==> src/rtl/rv32_prefetch_unit_if.sv <==
// Instruction-memory request/response bus and decode-side valid/ready bus of the prefetch unit.
// The master modport is the prefetch unit's view; slave is the memory/decode view.
interface rv32_prefetch_unit_if;
    logic        imem_req;
    logic [31:0] imem_addr;
    logic        imem_gnt;
    logic        imem_rvalid;
    logic [31:0] imem_rdata;
    logic        out_valid;
    logic        out_ready;
    logic [31:0] out_instr;
    logic [31:0] out_pc;

    modport master (
        output imem_req, imem_addr, out_valid, out_instr, out_pc,
        input  imem_gnt, imem_rvalid, imem_rdata, out_ready
    );

    modport slave (
        input  imem_req, imem_addr, out_valid, out_instr, out_pc,
        output imem_gnt, imem_rvalid, imem_rdata, out_ready
    );
endinterface

==> src/rtl/rv32_prefetch_unit.sv <==
// RV32 fetch front-end: pipelined instruction-memory requests feeding a prefetch queue
// of {instr, pc}; a redirect flushes the queue and drops responses still in flight.
module rv32_prefetch_unit #(
    parameter logic [31:0] RESET_PC        = 32'h0000_0000,
    parameter int unsigned QUEUE_DEPTH     = 4,
    parameter int unsigned MAX_OUTSTANDING = 2
) (
    input  logic                         clk,
    input  logic                         rst,
    rv32_prefetch_unit_if.master         bus,
    input  logic                         redirect_valid,
    input  logic [31:0]                  redirect_pc,
    output logic [$clog2(QUEUE_DEPTH):0] queue_count,
    output logic                         err_unexpected_rsp
);
    localparam int unsigned AW = $clog2(QUEUE_DEPTH);
    localparam int unsigned CW = AW + 1;
    localparam int unsigned OW = $clog2(MAX_OUTSTANDING + 1);

    logic [31:0]   fetch_pc;
    logic [31:0]   resp_pc;
    logic [OW-1:0] outstanding;
    logic [OW-1:0] drop_count;
    logic [AW-1:0] rd_ptr;
    logic [AW-1:0] wr_ptr;
    logic [CW-1:0] count;
    logic [31:0]   instr_q [QUEUE_DEPTH];
    logic [31:0]   pc_q    [QUEUE_DEPTH];

    logic        can_issue;
    logic        xfer;
    logic        rsp;
    logic        push;
    logic        pop;
    logic [31:0] target_pc;
    logic        unused_pc_bits;

    assign unused_pc_bits = ^redirect_pc[1:0];
    assign target_pc      = {redirect_pc[31:2], 2'b00};

    // Credit rule: a request is only issued when a queue slot is reserved for its response.
    assign can_issue = (32'(outstanding) < MAX_OUTSTANDING) &&
                       (32'(outstanding) + 32'(count) < QUEUE_DEPTH);

    assign bus.imem_req  = !rst && !redirect_valid && can_issue;
    assign bus.imem_addr = fetch_pc;
    assign xfer          = bus.imem_req && bus.imem_gnt;

    // A response with nothing outstanding is flagged and otherwise ignored.
    assign rsp  = bus.imem_rvalid && (outstanding != '0);
    assign push = rsp && !redirect_valid && (drop_count == '0);
    assign pop  = (count != '0) && bus.out_ready && !redirect_valid;

    assign bus.out_valid = (count != '0);
    assign bus.out_instr = instr_q[rd_ptr];
    assign bus.out_pc    = pc_q[rd_ptr];
    assign queue_count   = count;

    always_ff @(posedge clk) begin
        if (rst) begin
            fetch_pc           <= RESET_PC;
            resp_pc            <= RESET_PC;
            outstanding        <= '0;
            drop_count         <= '0;
            rd_ptr             <= '0;
            wr_ptr             <= '0;
            count              <= '0;
            err_unexpected_rsp <= 1'b0;
        end else begin
            if (bus.imem_rvalid && (outstanding == '0))
                err_unexpected_rsp <= 1'b1;

            case ({xfer, rsp})
                2'b10:   outstanding <= outstanding + OW'(1);
                2'b01:   outstanding <= outstanding - OW'(1);
                default: outstanding <= outstanding;
            endcase

            if (redirect_valid) begin
                fetch_pc   <= target_pc;
                resp_pc    <= target_pc;
                drop_count <= outstanding - OW'(rsp);
                rd_ptr     <= '0;
                wr_ptr     <= '0;
                count      <= '0;
            end else begin
                if (xfer)
                    fetch_pc <= fetch_pc + 32'd4;
                if (rsp && (drop_count != '0))
                    drop_count <= drop_count - OW'(1);
                if (push) begin
                    resp_pc <= resp_pc + 32'd4;
                    wr_ptr  <= wr_ptr + AW'(1);
                end
                if (pop)
                    rd_ptr <= rd_ptr + AW'(1);
                case ({push, pop})
                    2'b10:   count <= count + CW'(1);
                    2'b01:   count <= count - CW'(1);
                    default: count <= count;
                endcase
            end
        end
    end

    always_ff @(posedge clk) begin
        if (push) begin
            instr_q[wr_ptr] <= bus.imem_rdata;
            pc_q[wr_ptr]    <= resp_pc;
        end
    end
endmodule
==> src/flat_wrapper.sv <==
// flat-port wrapper written by rule: the top's interface ports become plain ports
module rv32_prefetch_unit_flat 
#(
    parameter logic [31:0] RESET_PC        = 32'h0000_0000,
    parameter int unsigned QUEUE_DEPTH     = 4,
    parameter int unsigned MAX_OUTSTANDING = 2
)
  (clk, rst, redirect_valid, redirect_pc, queue_count, err_unexpected_rsp, bus_imem_req, bus_imem_addr, bus_out_valid, bus_out_instr, bus_out_pc, bus_imem_gnt, bus_imem_rvalid, bus_imem_rdata, bus_out_ready);
  rv32_prefetch_unit_if bus_i ();
  input  logic clk;
  input  logic rst;
  input  logic redirect_valid;
  input  logic [31:0] redirect_pc;
  output logic [$clog2(QUEUE_DEPTH):0] queue_count;
  output logic err_unexpected_rsp;
  output wire logic [$bits(bus_i.imem_req)-1:0] bus_imem_req;
  output wire logic [$bits(bus_i.imem_addr)-1:0] bus_imem_addr;
  output wire logic [$bits(bus_i.out_valid)-1:0] bus_out_valid;
  output wire logic [$bits(bus_i.out_instr)-1:0] bus_out_instr;
  output wire logic [$bits(bus_i.out_pc)-1:0] bus_out_pc;
  input wire logic [$bits(bus_i.imem_gnt)-1:0] bus_imem_gnt;
  input wire logic [$bits(bus_i.imem_rvalid)-1:0] bus_imem_rvalid;
  input wire logic [$bits(bus_i.imem_rdata)-1:0] bus_imem_rdata;
  input wire logic [$bits(bus_i.out_ready)-1:0] bus_out_ready;
  assign bus_imem_req = bus_i.imem_req;
  assign bus_imem_addr = bus_i.imem_addr;
  assign bus_out_valid = bus_i.out_valid;
  assign bus_out_instr = bus_i.out_instr;
  assign bus_out_pc = bus_i.out_pc;
  assign bus_i.imem_gnt = bus_imem_gnt;
  assign bus_i.imem_rvalid = bus_imem_rvalid;
  assign bus_i.imem_rdata = bus_imem_rdata;
  assign bus_i.out_ready = bus_out_ready;
  rv32_prefetch_unit #(.RESET_PC(RESET_PC), .QUEUE_DEPTH(QUEUE_DEPTH), .MAX_OUTSTANDING(MAX_OUTSTANDING)) u_core (.clk(clk), .rst(rst), .bus(bus_i), .redirect_valid(redirect_valid), .redirect_pc(redirect_pc), .queue_count(queue_count), .err_unexpected_rsp(err_unexpected_rsp));
endmodule
==> config.mk <==
export PLATFORM = sky130hd
export DESIGN_NAME = rv32_prefetch_unit_flat
export DESIGN_NICKNAME = d
export VERILOG_FILES = /design/src/rtl/rv32_prefetch_unit_if.sv /design/src/rtl/rv32_prefetch_unit.sv /design/src/flat_wrapper.sv
export SDC_FILE = /design/constraint.sdc
export NUM_CORES = 1
export LEC_CHECK = 0
export CELL_PAD_IN_SITES_DETAIL_PLACEMENT = 0
export CELL_PAD_IN_SITES_GLOBAL_PLACEMENT = 1
export CORE_ASPECT_RATIO = 0.7
export CORE_MARGIN = 2
export CORE_UTILIZATION = 48
export DETAILED_ROUTE_END_ITERATION = 10
export GPL_ROUTABILITY_DRIVEN = 0
export PLACE_DENSITY = 0.87
export SLEW_MARGIN = 15
export SYNTH_ARGS = -nofsm -noshare
export SYNTH_HDL_FRONTEND = slang
export SYNTH_SLANG_ARGS = --single-unit
==> constraint.sdc <==
create_clock -name clk -period 9.5 [get_ports clk]
set_input_delay 1.425 -clock clk [delete_from_list [all_inputs] [get_ports clk]]
set_output_delay 1.425 -clock clk [all_outputs]
set_load 0.01 [all_outputs]
After elaboration in Yosys (flattened, before gate mapping)
Memory sizes are Yosys's and may differ from the RTL's. A register that Yosys moved wholly into a read port is not among the register bits.
Index checks and enable logic that the tools add are counted.
Widths: inputs -> output; s select.
- add/subtract/negate cells: 11
- order comparisons: 2
- muxes and demuxes: 14
- reduce and logical (&&, ||, !) cells: 24
- eq/ne operators: 4
- operator list (kind ; count):
    $mux 32 ; 4
    $add 32x3->32 const B ; 2
    $lt 32x3->1 const B ; 1
    $reduce_bool 2->1 ; 7
    $mux 2 ; 6
    $logic_and 1x1->1 ; 11
    $add 2x1->2 const B ; 3
    $pmux 3 s2 ; 1
    $add 2x3->4 ; 1
    $eq 2x1->1 const B ; 2
    $eq 2x2->1 const B ; 2
    $logic_not 2->1 ; 2
    $pmux 2 s2 ; 1
    $sub 2x1->2 const B ; 2
    $add 3x1->3 const B ; 1
    $reduce_bool 3->1 ; 1
    $sub 3x1->3 const B ; 1
    $logic_not 1->1 ; 2
    $lt 2x2->1 const B ; 1
    $mux 1 ; 2
    $reduce_or 2->1 ; 1
    $sub 2x1->2 ; 1
- output and inout bits: 102
- memories kept: 2
- logic and storage cells: 67
- bits in registers: 76
- RAM bits: 256
- memory list (name ; depth ; bits a word ; rd ports ; clocked after memory_dff ; wr ports ; line ; source):
    u_core.instr_q ; 4 ; 32 ; 1 ; 1 ; 1 ; rv32_prefetch_unit.sv:27 ; logic [31:0] instr_q [QUEUE_DEPTH];
    u_core.pc_q ; 4 ; 32 ; 1 ; 1 ; 1 ; rv32_prefetch_unit.sv:28 ; logic [31:0] pc_q [QUEUE_DEPTH];

Longest topological paths before layout
- depth in word-level cells: 7
- gate-level depth with buffers: 12
- gate-level depth less buffers: 11

Worst setup path before layout
No wires, ideal clock.
- path type: input port to flip-flop
- from: input redirect_valid
- to: memory u_core.instr_q[0][0], enable pin
- setup slack: 5466 ps
- stages: 4
- data arrival time: 3607 ps
- library setup time: 427 ps
- cell sequence: inv_1 > clkbuf_1 > clkbuf_1 > and3_1
- cells in the longest elaborated chain, start to end: 5
- RTL lines (what ; line ; source):
    from (decl) ; flat_wrapper.sv:12 ; input logic redirect_valid;
    $logic_not 1->1 ; rv32_prefetch_unit.sv:51 ; assign push = rsp && !redirect_valid && (drop_count == '0);
    $logic_and 1x1->1 (2 in a row) ; rv32_prefetch_unit.sv:51 ;
    $mux 1 ; rv32_prefetch_unit.sv:107 ; if (push) begin
    $mux 1 (not written as such) ; rv32_prefetch_unit.sv:108 ; instr_q[wr_ptr] <= bus.imem_rdata;
    to (decl) ; rv32_prefetch_unit.sv:27 ;
Every way passes these cells.

Worst setup path in the final report
- from: input rst
- to: output bus_imem_req
- cells in the longest elaborated chain, start to end: 3
- RTL lines (what ; line ; source):
    from (decl) ; flat_wrapper.sv:11 ; input logic rst;
    $logic_not 1->1 ; rv32_prefetch_unit.sv:45 ; assign bus.imem_req = !rst && !redirect_valid && can_issue;
    $logic_and 1x1->1 (2 in a row) ; rv32_prefetch_unit.sv:45 ;
    to (decl) ; flat_wrapper.sv:16 ; output wire logic [$bits(bus_i.imem_req)-1:0] bus_imem_req;
Every way passes these cells.

==> run metrics <==
outcome=finished clean; # DRC=0; count leader, synth=edfxtp_1; flip-flop and latch area=8930 um^2; RR Startpoint=u_core.outstanding[1]; clock latency on the worst-skew pair=0.58 ns; Starting Density=48.6%; fin crit period=4.79 ns; FF+latch count, synth=322; top cells by area, synth=edfxtp_1, dfxtp_1, mux4_2; share of Yosys cell area claimed by the top area cell type=55.5%; Setup crit end kind=output port; Worst-Margin Slew=0.949 ns; net switching share of the total power=22.2%; Seq/Total Area, Yosys=66.5%; Num CTS Buffers=31; Detailed Route Iter0 Violations=860; Worst Hold Depth=2; flop2flop setup slack=6.38 ns; Max Freq=209 MHz; CTS tree=done; worst hold endpoint=u_core.err_unexpected_rsp; drt pass-1 iters=5; initial antenna violation count=0; die width=204 um; fin. max-slew vios=0; startpoint types=input port; M1 GR Usage=32.3%; antenna fix cells=0; FILL cells=2097; skew final=0.0150 ns; combinational share of power=6.9%; Hold WC Path Type=reg2reg; clock power share=39.4%; core area=27600 um^2; Tot Pwr=0.00298 W; Finished Layout Cells=1428; I/O pin count=172; period utilisation layout=50.4%; final worst slack=4.71 ns; Setup Viol. Count Final=0; synthesized instance count=878; share of cells above drive strength 1=12.8%; cell leakage power=5.12 nW; Resized Gates After CTS=0; reg-to-reg endpoint=u_core.outstanding[1]; Clock Sinks=322; total grt overflow=0; Post-CTS Setup Bufs=0; vias per inst=5.90; min-delay src=u_core.err_unexpected_rsp; dominant cell type by area after synthesis=edfxtp_1; worst path arrival time=3.36 ns; number of global-route vias before repair=8019; number of synthesized flops with an enable pin=248; Post-synth top flop=edfxtp_1; met3 usage=4.35%; dpl cells=1373; RSZ-0062 raised after global routing=no; Setup Crit Path Kind=in2out; post-route setup TNS=0 ns; GR Util All Layers=20.7%; Max Cap Viol=0; Die Height=144 um; Top Usage Layer GRT=met1; area of the multi-input gates=4200 um^2; cell area after synthesis=13400 um^2; met2 GRT Util=29.9%; first-pass GRT wire length=46500 um; Slew HR=36.7%; cell row count=51; WL/cell=21.4 um; Synth Area per Inst=15.3 um^2; CTS clk-pin slew, worst paths=0.06 ns; Vias=8430; WL final=30600 um; IO Port Bufs=165; clk root buf=clkbuf_16; Area Growth Syn to Fin=21.8%; sequential power share=53.7%; largest net degree at the start of global routing=67; pre-CTS WS=4.73 ns; Switch Pwr=0.000661 W; H-Tree Depth=1; crit-path max FO=25; HPWL after DPL=19400 um; die area=29400 um^2; Post-DRT Antenna Nets=0; Int Pwr=0.00232 W; NumNets Final=1117; cells on worst reg2reg path=7; PD cells=182 nW/um^2; Post-synth ARST share=0%; Yosys cell types=67; Core Util, Final=59.2%; Critical Path RT=8.08 ns; Max VDD drop=0.000109 V; Hold Vio Cnt, Final=0; Post-CTS Hold Buffers=0; Ys Warns=0; Clock Path Buffers=3; most frequent cells after synthesis=edfxtp_1, dfxtp_1, mux4_2
## worst max-delay path, cell delays in order
cell and delay [ns]:
clkdlybuf4s50_1 0.40, buf_4 0.24, nor3_1 0.45, nand2_1 0.12, nor3_1 0.15, clkdlybuf4s50_1 0.57
## how the worst max path moves through the flow
stage / slack, ns / from / cells past startpoint / endpoint
after floorplan: 5.47 / redirect_valid / 4 / u_core.instr_q[0][0]
after global placement: 4.72 / rst / 6 / bus_imem_req
after detailed placement: 4.73 / rst / 6 / bus_imem_req
after CTS: 4.71 / rst / 6 / bus_imem_req
after global routing: 4.59 / rst / 6 / bus_imem_req
final: 4.71 / rst / 6 / bus_imem_req
## cell families (layout without fill, tap and decap cells)
| family | Yosys count | in the layout | share of synthesized area [%] |
|---|---|---|---|
| AO/OA/AOI/OAI | 142 | 142 | 8.08 |
| flip-flops | 322 | 322 | 66.5 |
| AND/OR/NAND/NOR | 245 | 245 | 10.2 |
| multiplexers | 62 | 62 | 10.4 |
| XOR/XNOR | 20 | 20 | 1.30 |
| other | 1 | 4 | 0.0279 |
| buffers and inverters | 74 | 250 | 2.37 |
| adder cells (fa/ha/maj) | 12 | 12 | 1.17 |
## cell type report
class                           instances  area share [%]
Sequential cell                       322            54.6
Tap cell                              371            2.84
Inverter                               21           0.482
Clock inverter                         18           0.987
Multi-Input combinational cell        485            25.7
Clock buffer                           37            4.94
Timing Repair Buffer                  174            10.5
## stage by stage
step                hold slack [ns]  instance area, um^2
floorplan                     0.458                13400
global placement              0.460                15400
detailed placement            0.459                15400
CTS                           0.476                16400
global route                  0.512                16400
finish                        0.471                16400
## layout by cell type (no fill, tap or decap), types with 10 or more instances in the layout
cell / netlist / routed
ha_1: 11 / 11
nand4_1: 21 / 21
o21ai_0: 15 / 15
a211oi_1: 16 / 16
inv_1: 20 / 19
clkdlybuf4s50_1: 0 / 164
mux4_2: 62 / 62
nor3_1: 23 / 23
o21a_1: 21 / 21
nor2_1: 42 / 42
nor4_1: 25 / 25
or3_1: 10 / 10
edfxtp_1: 248 / 248
nand3_1: 25 / 25
nand2_1: 42 / 42
dfxtp_1: 74 / 72
or4_1: 11 / 11
clkbuf_16: 0 / 31
o31a_1: 17 / 17
xnor2_1: 12 / 12
## flip-flops by register name, indices dropped and copies added, names as in the netlist, 2 cells and up, named ones only
register	cells
u_core.drop_count	2
u_core.rd_ptr	2
u_core.outstanding	2
u_core.instr_q	128
u_core.resp_pc	30
u_core.pc_q	120
u_core.queue_count	3
u_core.wr_ptr	2
u_core.bus.imem_addr	30
## power groups by stage
stage,Sequential [W],Clock (W),Combinational [W]
floorplan,0.00161,0,0.000107
global placement,0.00163,0,0.000202
detailed placement,0.00163,0,0.000206
CTS,0.00160,0.00120,0.000207
global route,0.00160,0.00125,0.000223
finish,0.00160,0.00117,0.000206
## routing by layer
metal,wire (um),share of wire (%)
met5,0,0
met4,375,1.2
met3,2800,9.2
met2,13000,43
met1,14400,47
Note: power is estimated with default switching activity, not from simulation.
